==> config.mk <==
export PLATFORM = sky130hd
export DESIGN_NAME = reorder_buffer
export DESIGN_NICKNAME = d
export VERILOG_FILES = /design/src/rtl/reorder_buffer.sv
export SDC_FILE = /design/constraint.sdc
export NUM_CORES = 2
export LEC_CHECK = 0
export CAP_MARGIN = 20
export CORE_UTILIZATION = 31
export CTS_CLUSTER_SIZE = 16
export DETAILED_ROUTE_END_ITERATION = 12
export GPL_ROUTABILITY_DRIVEN = 0
export PLACE_DENSITY = 0.45
export SYNTH_ARGS = -nofsm -noshare
export SYNTH_HDL_FRONTEND = slang
export SYNTH_SLANG_ARGS = --single-unit
==> constraint.sdc <==
create_clock -name clk -period 13.6 [get_ports clk]
set_clock_uncertainty 0.2 [all_clocks]
set_input_delay 1.36 -clock clk [delete_from_list [all_inputs] [get_ports clk]]
set_output_delay 1.36 -clock clk [all_outputs]
set_load 0.03 [all_outputs]
==> src/rtl/reorder_buffer.sv <==
// Circular reorder buffer: tag allocation, CDB capture, operand queries, in-order commit and flush.
// Optional build macro ROB_CDB_BYPASS_EN: queries also forward a same-cycle CDB hit (CDBA priority).
module reorder_buffer #(
    parameter int unsigned ROB_SIZE_LOG = 4
) (
    input  logic                    clk,
    input  logic                    rst,
    input  logic                    rdy,
    input  logic                    iss_sgn,
    input  logic [1:0]              iss_kind,
    input  logic                    iss_ready,
    input  logic [31:0]             iss_value,
    input  logic [4:0]              iss_dest,
    input  logic                    iss_jumped,
    input  logic [31:0]             iss_jumpto,
    output logic [ROB_SIZE_LOG-1:0] rob_name,
    output logic                    rob_full,
    input  logic                    cdba_sgn,
    input  logic [31:0]             cdba_result,
    input  logic [ROB_SIZE_LOG-1:0] cdba_rob_name,
    input  logic                    cdbd_sgn,
    input  logic [31:0]             cdbd_result,
    input  logic [ROB_SIZE_LOG-1:0] cdbd_rob_name,
    input  logic [ROB_SIZE_LOG-1:0] qry1_name,
    input  logic [ROB_SIZE_LOG-1:0] qry2_name,
    output logic                    qry1_rdy,
    output logic                    qry2_rdy,
    output logic [31:0]             qry1_val,
    output logic [31:0]             qry2_val,
    output logic                    cmt_sgn,
    output logic [4:0]              cmt_dest,
    output logic [31:0]             cmt_value,
    output logic [ROB_SIZE_LOG-1:0] cmt_rob_name,
    output logic                    st_cmt_sgn,
    output logic [3:0]              st_cmt_lsb,
    output logic                    clear_sgn,
    output logic [31:0]             clear_pc
);
    localparam int unsigned SIZE = 1 << ROB_SIZE_LOG;
    localparam int unsigned CW   = ROB_SIZE_LOG + 1;
    localparam logic [1:0] K_REG = 2'd0, K_BR = 2'd1, K_ST = 2'd2, K_JALR = 2'd3;

    logic [SIZE-1:0]         r_busy, r_ready, r_taken, r_jumped;
    logic [1:0]              r_kind   [SIZE];
    logic [31:0]             r_value  [SIZE];
    logic [31:0]             r_jumpto [SIZE];
    logic [4:0]              r_dest   [SIZE];
    logic [ROB_SIZE_LOG-1:0] r_head, r_tail;
    logic [CW-1:0]           r_count;

    logic                    r_cmt_sgn, r_st_cmt_sgn, r_clear_sgn;
    logic [4:0]              r_cmt_dest;
    logic [31:0]             r_cmt_value, r_clear_pc;
    logic [ROB_SIZE_LOG-1:0] r_cmt_rob_name;
    logic [3:0]              r_st_cmt_lsb;

    logic                    w_live, w_cmt, w_mispredict, w_flush, w_iss;
    logic [SIZE-1:0]         w_hit_a, w_hit_d;

    // Inputs arriving while the flush pulse is out belong to squashed instructions.
    assign w_live       = ~r_clear_sgn;
    assign w_cmt        = r_busy[r_head] & r_ready[r_head];
    assign w_mispredict = (r_kind[r_head] == K_BR) & (r_taken[r_head] != r_jumped[r_head]);
    assign w_flush      = w_cmt & ((r_kind[r_head] == K_JALR) | w_mispredict);
    assign w_iss        = iss_sgn & w_live & ((r_count != CW'(SIZE)) | w_cmt);

    always_comb begin
        w_hit_a = '0;
        w_hit_d = '0;
        for (int unsigned i = 0; i < SIZE; i++) begin
            if (w_live && r_busy[i] && !r_ready[i]) begin
                if (cdba_sgn && cdba_rob_name == ROB_SIZE_LOG'(i))
                    w_hit_a[i] = 1'b1;
                else if (cdbd_sgn && cdbd_rob_name == ROB_SIZE_LOG'(i))
                    w_hit_d[i] = 1'b1;
            end
        end
    end

    always_ff @(posedge clk) begin
        if (rst) begin
            r_busy         <= '0;
            r_ready        <= '0;
            r_head         <= '0;
            r_tail         <= '0;
            r_count        <= '0;
            r_cmt_sgn      <= 1'b0;
            r_st_cmt_sgn   <= 1'b0;
            r_clear_sgn    <= 1'b0;
            r_cmt_dest     <= '0;
            r_cmt_value    <= '0;
            r_cmt_rob_name <= '0;
            r_st_cmt_lsb   <= '0;
            r_clear_pc     <= '0;
        end else if (rdy) begin
            r_cmt_sgn    <= 1'b0;
            r_st_cmt_sgn <= 1'b0;
            r_clear_sgn  <= 1'b0;

            // Result capture: branch keeps its value and records the outcome, JALR records its target.
            for (int unsigned i = 0; i < SIZE; i++) begin
                if (w_hit_a[i] || w_hit_d[i]) begin
                    r_ready[i] <= 1'b1;
                    case (r_kind[i])
                        K_REG:   r_value[i]  <= w_hit_a[i] ? cdba_result : cdbd_result;
                        K_BR:    r_taken[i]  <= w_hit_a[i] ? cdba_result[0] : cdbd_result[0];
                        K_JALR:  r_jumpto[i] <= w_hit_a[i] ? cdba_result : cdbd_result;
                        default: ;
                    endcase
                end
            end

            if (w_cmt) begin
                r_busy[r_head]  <= 1'b0;
                r_ready[r_head] <= 1'b0;
                r_head          <= r_head + ROB_SIZE_LOG'(1);
                case (r_kind[r_head])
                    K_REG: begin
                        r_cmt_sgn      <= 1'b1;
                        r_cmt_dest     <= r_dest[r_head];
                        r_cmt_value    <= r_value[r_head];
                        r_cmt_rob_name <= r_head;
                    end
                    K_ST: begin
                        r_st_cmt_sgn <= 1'b1;
                        r_st_cmt_lsb <= r_dest[r_head][3:0];
                    end
                    K_JALR: begin
                        r_cmt_sgn      <= 1'b1;
                        r_cmt_dest     <= r_dest[r_head];
                        r_cmt_value    <= r_value[r_head];
                        r_cmt_rob_name <= r_head;
                        r_clear_sgn    <= 1'b1;
                        r_clear_pc     <= r_jumpto[r_head];
                    end
                    default: begin
                        if (w_mispredict) begin
                            r_clear_sgn <= 1'b1;
                            r_clear_pc  <= r_jumpto[r_head];
                        end
                    end
                endcase
            end

            // Allocation follows commit so a full-buffer reuse of the head slot wins.
            if (w_iss) begin
                r_busy[r_tail]   <= 1'b1;
                r_ready[r_tail]  <= iss_ready;
                r_kind[r_tail]   <= iss_kind;
                r_value[r_tail]  <= iss_value;
                r_dest[r_tail]   <= iss_dest;
                r_jumped[r_tail] <= iss_jumped;
                r_jumpto[r_tail] <= iss_jumpto;
                r_taken[r_tail]  <= 1'b0;
                r_tail           <= r_tail + ROB_SIZE_LOG'(1);
            end

            if (w_flush) begin
                r_busy  <= '0;
                r_ready <= '0;
                r_head  <= '0;
                r_tail  <= '0;
                r_count <= '0;
            end else begin
                r_count <= r_count + CW'(w_iss) - CW'(w_cmt);
            end
        end
    end

    always_comb begin
        qry1_rdy = r_busy[qry1_name] & r_ready[qry1_name];
        qry1_val = r_busy[qry1_name] ? r_value[qry1_name] : 32'd0;
        qry2_rdy = r_busy[qry2_name] & r_ready[qry2_name];
        qry2_val = r_busy[qry2_name] ? r_value[qry2_name] : 32'd0;
`ifdef ROB_CDB_BYPASS_EN
        if (w_hit_a[qry1_name] || w_hit_d[qry1_name]) begin
            qry1_rdy = 1'b1;
            if (r_kind[qry1_name] == K_REG)
                qry1_val = w_hit_a[qry1_name] ? cdba_result : cdbd_result;
        end
        if (w_hit_a[qry2_name] || w_hit_d[qry2_name]) begin
            qry2_rdy = 1'b1;
            if (r_kind[qry2_name] == K_REG)
                qry2_val = w_hit_a[qry2_name] ? cdba_result : cdbd_result;
        end
`endif
    end

    assign rob_name     = r_tail;
    assign rob_full     = (r_count >= CW'(SIZE - 1));
    assign cmt_sgn      = r_cmt_sgn;
    assign cmt_dest     = r_cmt_dest;
    assign cmt_value    = r_cmt_value;
    assign cmt_rob_name = r_cmt_rob_name;
    assign st_cmt_sgn   = r_st_cmt_sgn;
    assign st_cmt_lsb   = r_st_cmt_lsb;
    assign clear_sgn    = r_clear_sgn;
    assign clear_pc     = r_clear_pc;
endmodule

== Word-level counts from Yosys, hierarchy flattened ==
Memory sizes are Yosys's and may differ from the RTL's. A register that Yosys moved wholly into a read port is not among the register bits.
Index checks and enable logic that the tools add are counted.

* Add/sub/neg operators: 4
* Magnitude comparators: 7
* Equality and inequality tests: 67
* Multiplexer cells: 443
* Bitwise gates (word level): 18
* Reductions and logical operators: 129

{| class="wikitable"
|+ Operators by type and width
! cell !! count
|-
| two-way mux 32 bit || 19
|-
| two-way mux 1 bit || 388
|-
| two-way mux 16 bit || 11
|-
| logical AND 1 bit || 66
|-
| equality test 4 bit, second input constant || 16
|-
| one-hot mux 32 bit (2 select lines) || 1
|-
| bitwise AND 16 bit || 3
|-
| two-way mux 4 bit || 10
|-
| equality test 2 bit, second input constant || 18
|-
| equality test 2 x 1 -> 1 bit, second input constant || 17
|-
| zero test 2 bit || 17
|-
| binary-select mux 1 bit (select 4 bit) || 8
|-
| bitwise mux 16 bit || 2
|-
| equality test 4 x 3 -> 1 bit, second input constant || 8
|-
| NOT 16 bit || 2
|-
| < comparator 4 x 5 -> 1 bit, second input constant || 4
|-
| equality test 4 x 2 -> 1 bit, second input constant || 4
|-
| zero test 1 bit || 16
|-
| logical OR 1 bit || 16
|-
| OR 16 bit || 1
|-
| AND reduction 3 bit || 3
|-
| adder 4 x 1 -> 4 bit, second input constant || 2
|-
| demux 1 bit (select 4 bit) || 2
|-
| equality test 4 x 1 -> 1 bit, second input constant || 2
|-
| other kinds (16) || 32
|}

* Register bits: 125
* Memory bits (writable): 1136
* Output and inout port bits: 151
* Logic and storage cells: 686
* Memories: 4

{| class="wikitable"
|+ Memories
! name !! words !! bits a word !! read ports !! clocked after memory_dff !! write ports !! line !! source
|-
| r_jumpto || 16 || 32 || 1 || 1 || 17 || 46 || <nowiki>logic [31:0] r_jumpto [SIZE];</nowiki>
|-
| r_value || 16 || 32 || 3 || 1 || 17 || 45 || <nowiki>logic [31:0] r_value [SIZE];</nowiki>
|-
| r_dest || 16 || 5 || 1 || 1 || 1 || 47 || <nowiki>logic [4:0] r_dest [SIZE];</nowiki>
|-
| r_kind || 16 || 2 || 17 || 1 || 1 || 44 || <nowiki>logic [1:0] r_kind [SIZE];</nowiki>
|}

== Depth between registers and ports, before layout ==
* Depth after elaboration: 16
* Mapped depth: 21
* Depth with buffers taken out: 16

== Least setup slack after synthesis ==
No wires, ideal clock.

* Kind: in2reg
* From: input cdba_rob_name[3]
* To: memory r_value[2][0], enable pin
* Setup time: 0.511 ns
* Arrival time: 5.723 ns
* Required time: 12.889 ns
* Setup slack: 7.167 ns
* Stages on the path: 5
* Path buffers: 1
* Cells stage by stage: nor3b_1 > and3_1 > clkbuf_1 > a31oi_1 > o41ai_1

{| class="wikitable"
|+ RTL lines
! element !! line !! source
|-
| start: declaration || 20 || <nowiki>input logic [ROB_SIZE_LOG-1:0] cdba_rob_name,</nowiki>
|-
| end: declaration || 45 ||
|}

== Final worst setup path ==
* From: input qry2_name[2]
* To: output qry2_val[15]

* Cells in the longest elaborated chain, start to end: 3
* Elaborated cells between the ends (all ways): 4

{| class="wikitable"
|+ RTL lines
! element !! line !! source
|-
| start: declaration || 25 || <nowiki>input logic [ROB_SIZE_LOG-1:0] qry2_name,</nowiki>
|-
| binary-select mux 1 bit (select 4 bit) || 174 || <nowiki>qry2_val = r_busy[qry2_name] ? r_value[qry2_name] : 32'd0;</nowiki>
|-
| two-way mux 1 bit (not written as such) || 174 ||
|-
| two-way mux 32 bit * || 174 ||
|-
| end: declaration || 29 || <nowiki>output logic [31:0] qry2_val,</nowiki>
|}

Every way passes the cells marked *; elsewhere a longest branch is shown, timed or not. The select of a mux whose other input is x is not followed.

==> tab_implementation.tex <==
\begin{tabular}{lr}
\hline
Metric & Value \\
\hline
\multicolumn{2}{l}{\textbf{Logic synthesis}} \\
\quad Number of nets in the synthesized netlist & 6356 \\
\quad Syn Inst Count & 6174 \\
\quad Flip-flop and latch count after synthesis & 1297 \\
\quad Fraction of the mapped netlist area in simple logic gates & 0.126 \\
\quad Multiplexer share of the synthesized area & 0.215 \\
\quad Synth warn & 0 \\
\quad Fraction of the yosys area taken by sequential cells & 0.489 \\
\quad Post-synth ARST share & 0 \\
\quad Count of flip-flops with a built-in enable after synthesis & 1168 \\
\quad Netlist area before placement & 77100 um\^{}2 \\
\quad Arithmetic-cell share of the synthesized area counting full adders, half adders and majority gates & 0.00383 \\
\quad Post-synthesis compound-gate area fraction & 0.118 \\
\quad Dominant combinational cell family by area after synthesis & multiplexers \\
\quad Count of cell types in the netlist & 70 \\
\quad Post-synth top flop & edfxtp\_1 \\
\quad Xor/xnor share of the synthesized area & 0.00114 \\
\quad Post-Synthesis Mean Instance Area & 12.5 um\^{}2 \\
\multicolumn{2}{l}{\textbf{Clocking}} \\
\quad H-Tree Level Count & 4 \\
\quad Sink Count & 1297 \\
\quad Inserted Clock Buffers & 159 \\
\quad Cells resized by post-CTS repair & 0 \\
\quad Clk root buf & clkbuf\_16 \\
\quad Quantity of hold-fixing buffers added after cts & 0 \\
\quad Maximum buffer depth of the clock tree & 3 \\
\quad Number of setup buffers added after CTS & 0 \\
\quad TritonCTS clock tree & yes \\
\quad Clock latency of the later-clocked register in the worst-skew pair & 0.84 ns \\
\quad Clock edge transition at the registers on the reported setup and hold paths & 0.06 ns \\
\multicolumn{2}{l}{\textbf{GRT}} \\
\quad Via count of the first global-routing pass & 56843 \\
\quad Routing layer with the top usage in global route & met2 \\
\quad Pin count of the biggest net entering global routing & 82 \\
\quad Global-route congestion overflow total & 0 \\
\quad Overall routing resource usage & 0.291 \\
\quad Global-route wire length before repair & 501000 um \\
\quad Antenna violations before repair & 40 \\
\quad Met2 track demand over resource in global routing & 0.454 \\
\quad Met1 Usage GRT & 0.388 \\
\quad Met3 Resource Use GR & 0.0649 \\
\multicolumn{2}{l}{\textbf{STA}} \\
\quad Max-slew violations & 0 \\
\quad Sum of negative setup slack & 0 ns \\
\quad Slew Limit Headroom & 0.177 \\
\quad Setup repair after global routing missed its margin & false \\
\quad Hold violation total from the final report & 0 \\
\quad Final setup fails & 0 \\
\quad Final Cycle Share & 0.486 \\
\quad Crit path time final & 6.61 ns \\
\quad Hold Slack & 0.253 ns \\
\quad Max Freq & 151 MHz \\
\quad Tightest Pin Transition & 1.23 ns \\
\multicolumn{2}{l}{\textbf{Setup path}} \\
\quad CP Data Arrival Time & 5.05 ns \\
\quad Reg-to-Reg Start & r\_head[1]\$\_SDFFE\_PP0P\_ \\
\quad Required time worst endpoint & 12.04 ns \\
\quad Crit path launch type & input pin \\
\quad Reg2Reg Depth & 10 \\
\quad Register-to-register setup slack & 7.62 ns \\
\quad Kind of capture point of the worst setup path & output port \\
\quad Cell repeated most along the worst path & mux4\_2 \\
\quad Cell family contributing the most delay on the critical path & buffers and inverters \\
\quad Crit-path cells & buf\_6 -> buf\_4 -> mux4\_2 -> mux4\_2 -> nor2b\_1 -> clkdlybuf4s50\_1 \\
\quad Cell type of the slowest stage on the worst timing path & buf\_4 \\
\quad Count of buffering cells on the critical path with inverters included & 3 \\
\quad Max FO, Critical Path & 71 \\
\quad Largest stage delay on the critical path & 0.95 ns \\
\quad Endpoint of the worst-slack reg-to-reg timing path & clear\_pc[31]\$\_SDFFE\_PP0P\_ \\
\quad Critical Setup Path Class & input pin to output port \\
\multicolumn{2}{l}{\textbf{Finish}} \\
\quad Area used by multi-input combinational logic & 36500 um\^{}2 \\
\quad Footprint of the flip-flops and latches & 37700 um\^{}2 \\
\quad Post-route core utilization & 0.357 \\
\quad Top library cells by usage in the layout, fill and taps aside & 1192 x nand2\_1, 1168 x edfxtp\_1, 1024 x o21a\_1, 705 x mux4\_2, 357 x nand3\_1 \\
\quad Area overhead of the layout relative to synthesis & 14.3\% \\
\quad Design area & 88000 um\^{}2 \\
\quad Net count, final & 6215 \\
\quad Fraction of final layout cells with drive strength greater than 1 & 0.225 \\
\quad Fill count & 23800 \\
\quad Final std cells w/o fill & 9493 \\
\quad Most common cell after layout, fill and taps aside & nand2\_1 \\
\multicolumn{2}{l}{\textbf{Floorplanning}} \\
\quad Die width & 501 um \\
\quad Initial cell density of the core & 0.312 \\
\quad Height of the chip & 501 um \\
\quad Num ports & 310 \\
\quad Standard cell core area & 247000 um\^{}2 \\
\quad Area enclosed by the die boundary & 251000 um\^{}2 \\
\quad Row count & 182 \\
\multicolumn{2}{l}{\textbf{Placement}} \\
\quad Number of buffers inserted by port buffering & 309 \\
\quad HPWL after DPL & 221000 um \\
\quad Instance area after placement & 82800 um\^{}2 \\
\quad Number of placed cells counting well taps & 9184 \\
\multicolumn{2}{l}{\textbf{Pwr}} \\
\quad Maximum ir drop on the vdd rail & 0.113 mV \\
\quad Power density of the placed cells & 110 nW/um\^{}2 \\
\quad Cell leakage power & 28.9 nW \\
\multicolumn{2}{l}{\textbf{Routing}} \\
\quad Vias per std cell & 6.24 \\
\quad Routed wire per std cell & 39.0 um \\
\quad Number of remaining DRC errors & 0 \\
\quad Number of iterations in the first detailed-routing pass & 6 \\
\quad Final Routed Wirelength & 371000 um \\
\quad Antenna viol nets, final & 0 \\
\quad Number of DRC markers after the initial detailed-route iteration & 8646 \\
\quad Routed via count & 59266 \\
\multicolumn{2}{l}{\textbf{Hold path}} \\
\quad Worst hold endpoint & cmt\_value[5]\$\_SDFFE\_PP0P\_ \\
\quad Hold Path Class & flop to flop \\
\quad Worst Min Path Start & cmt\_value[5]\$\_SDFFE\_PP0P\_ \\
\quad Number of cells on the worst hold path & 2 \\
\multicolumn{2}{l}{\textbf{Run}} \\
\quad \# Max-Cap Violations & 0 \\
\multicolumn{2}{l}{\textbf{Status}} \\
\quad Status & finished clean \\
\hline
\end{tabular}
## cell type report
cell class / instances / share of cell area
flip-flops and latches: 1297 / 0.428
multi-input cells: 4058 / 0.414
clock buffers: 208 / 0.0493
repair buffers: 460 / 0.0486
well taps: 3312 / 0.0471
clock inverters: 87 / 0.00968
inverters: 57 / 0.00243
diodes: 14 / 0.000398
## tightest hold or removal path: cells and delay by family, from the launching register on
family,cells,cell delay [ns]
compound gates,1,0.05
flops,1,0.31
simple gates,1,0.05
## synth_stat cells (69+ instances only)
library cell,instances,area (um^2)
a21oi_1,77,385
buf_1,175,657
buf_2,137,686
clkbuf_1,396,1490
dfxtp_1,129,2580
edfxtp_1,1168,35100
mux4_2,705,15900
nand2_1,1193,4480
nand3_1,372,1860
nand3_2,187,1870
nor2_1,69,259
nor2b_1,87,544
o21a_1,1024,7690
## stage by stage
step	total power [mW]	worst slack (ns)
after CTS	9.69	7.12
after global routing	9.88	6.97
after floorplan	5.04	7.17
after detailed placement	5.34	7.12
final	9.65	6.99
after global placement	5.34	7.18
## cells by family (layout without fill, tap and decap cells)
logic type,Yosys count,in the layout
xor gates and xnor gates,10,10
buffers and inverters,819,812
other,0,14
AOI/OAI and AO/OA,1241,1241
adders and majority gates,23,23
muxes,774,774
and+or+nand+nor,2010,2010
DFF,1297,1297
## per-layer routing
layer  wire, um  part of all wire
met5        122           0.00033
met4      16400             0.044
met3      37400              0.10
met2     170000              0.46
met1     147000              0.40
## worst max-delay path by stage
stage                startpoint                      end  slack [ns]  cells past startpoint
2_1_floorplan  cdba_rob_name[3]  r_value[2][0]$_DFFE_PP_        7.17                      5
3_3_place_gp       qry1_name[0]             qry1_val[10]        7.18                      6
3_5_place_dp       qry1_name[0]             qry1_val[10]        7.12                      6
4_1_cts            qry1_name[0]             qry1_val[10]        7.12                      6
5_1_grt            qry1_name[0]             qry1_val[10]        6.97                      6
6_report           qry2_name[2]             qry2_val[15]        6.99                      6
## power breakdown
part | internal (mW) | switching [mW] | total, mW
logic | 0.369 | 0.525 | 0.894
registers | 4.36 | 0.0155 | 4.38
clock network | 2.50 | 1.88 | 4.38
## registers in the layout, summed over array words and instances, names as in the netlist, 5 cells and up, named ones only
signal / flops
r_jumpto: 512
cmt_dest: 5
r_kind: 32
r_count: 5
r_taken: 16
r_dest: 80
r_busy: 16
r_value: 512
cmt_value: 32
r_jumped: 16
r_ready: 16
clear_pc: 32
Power figures use the tool's default switching activity.
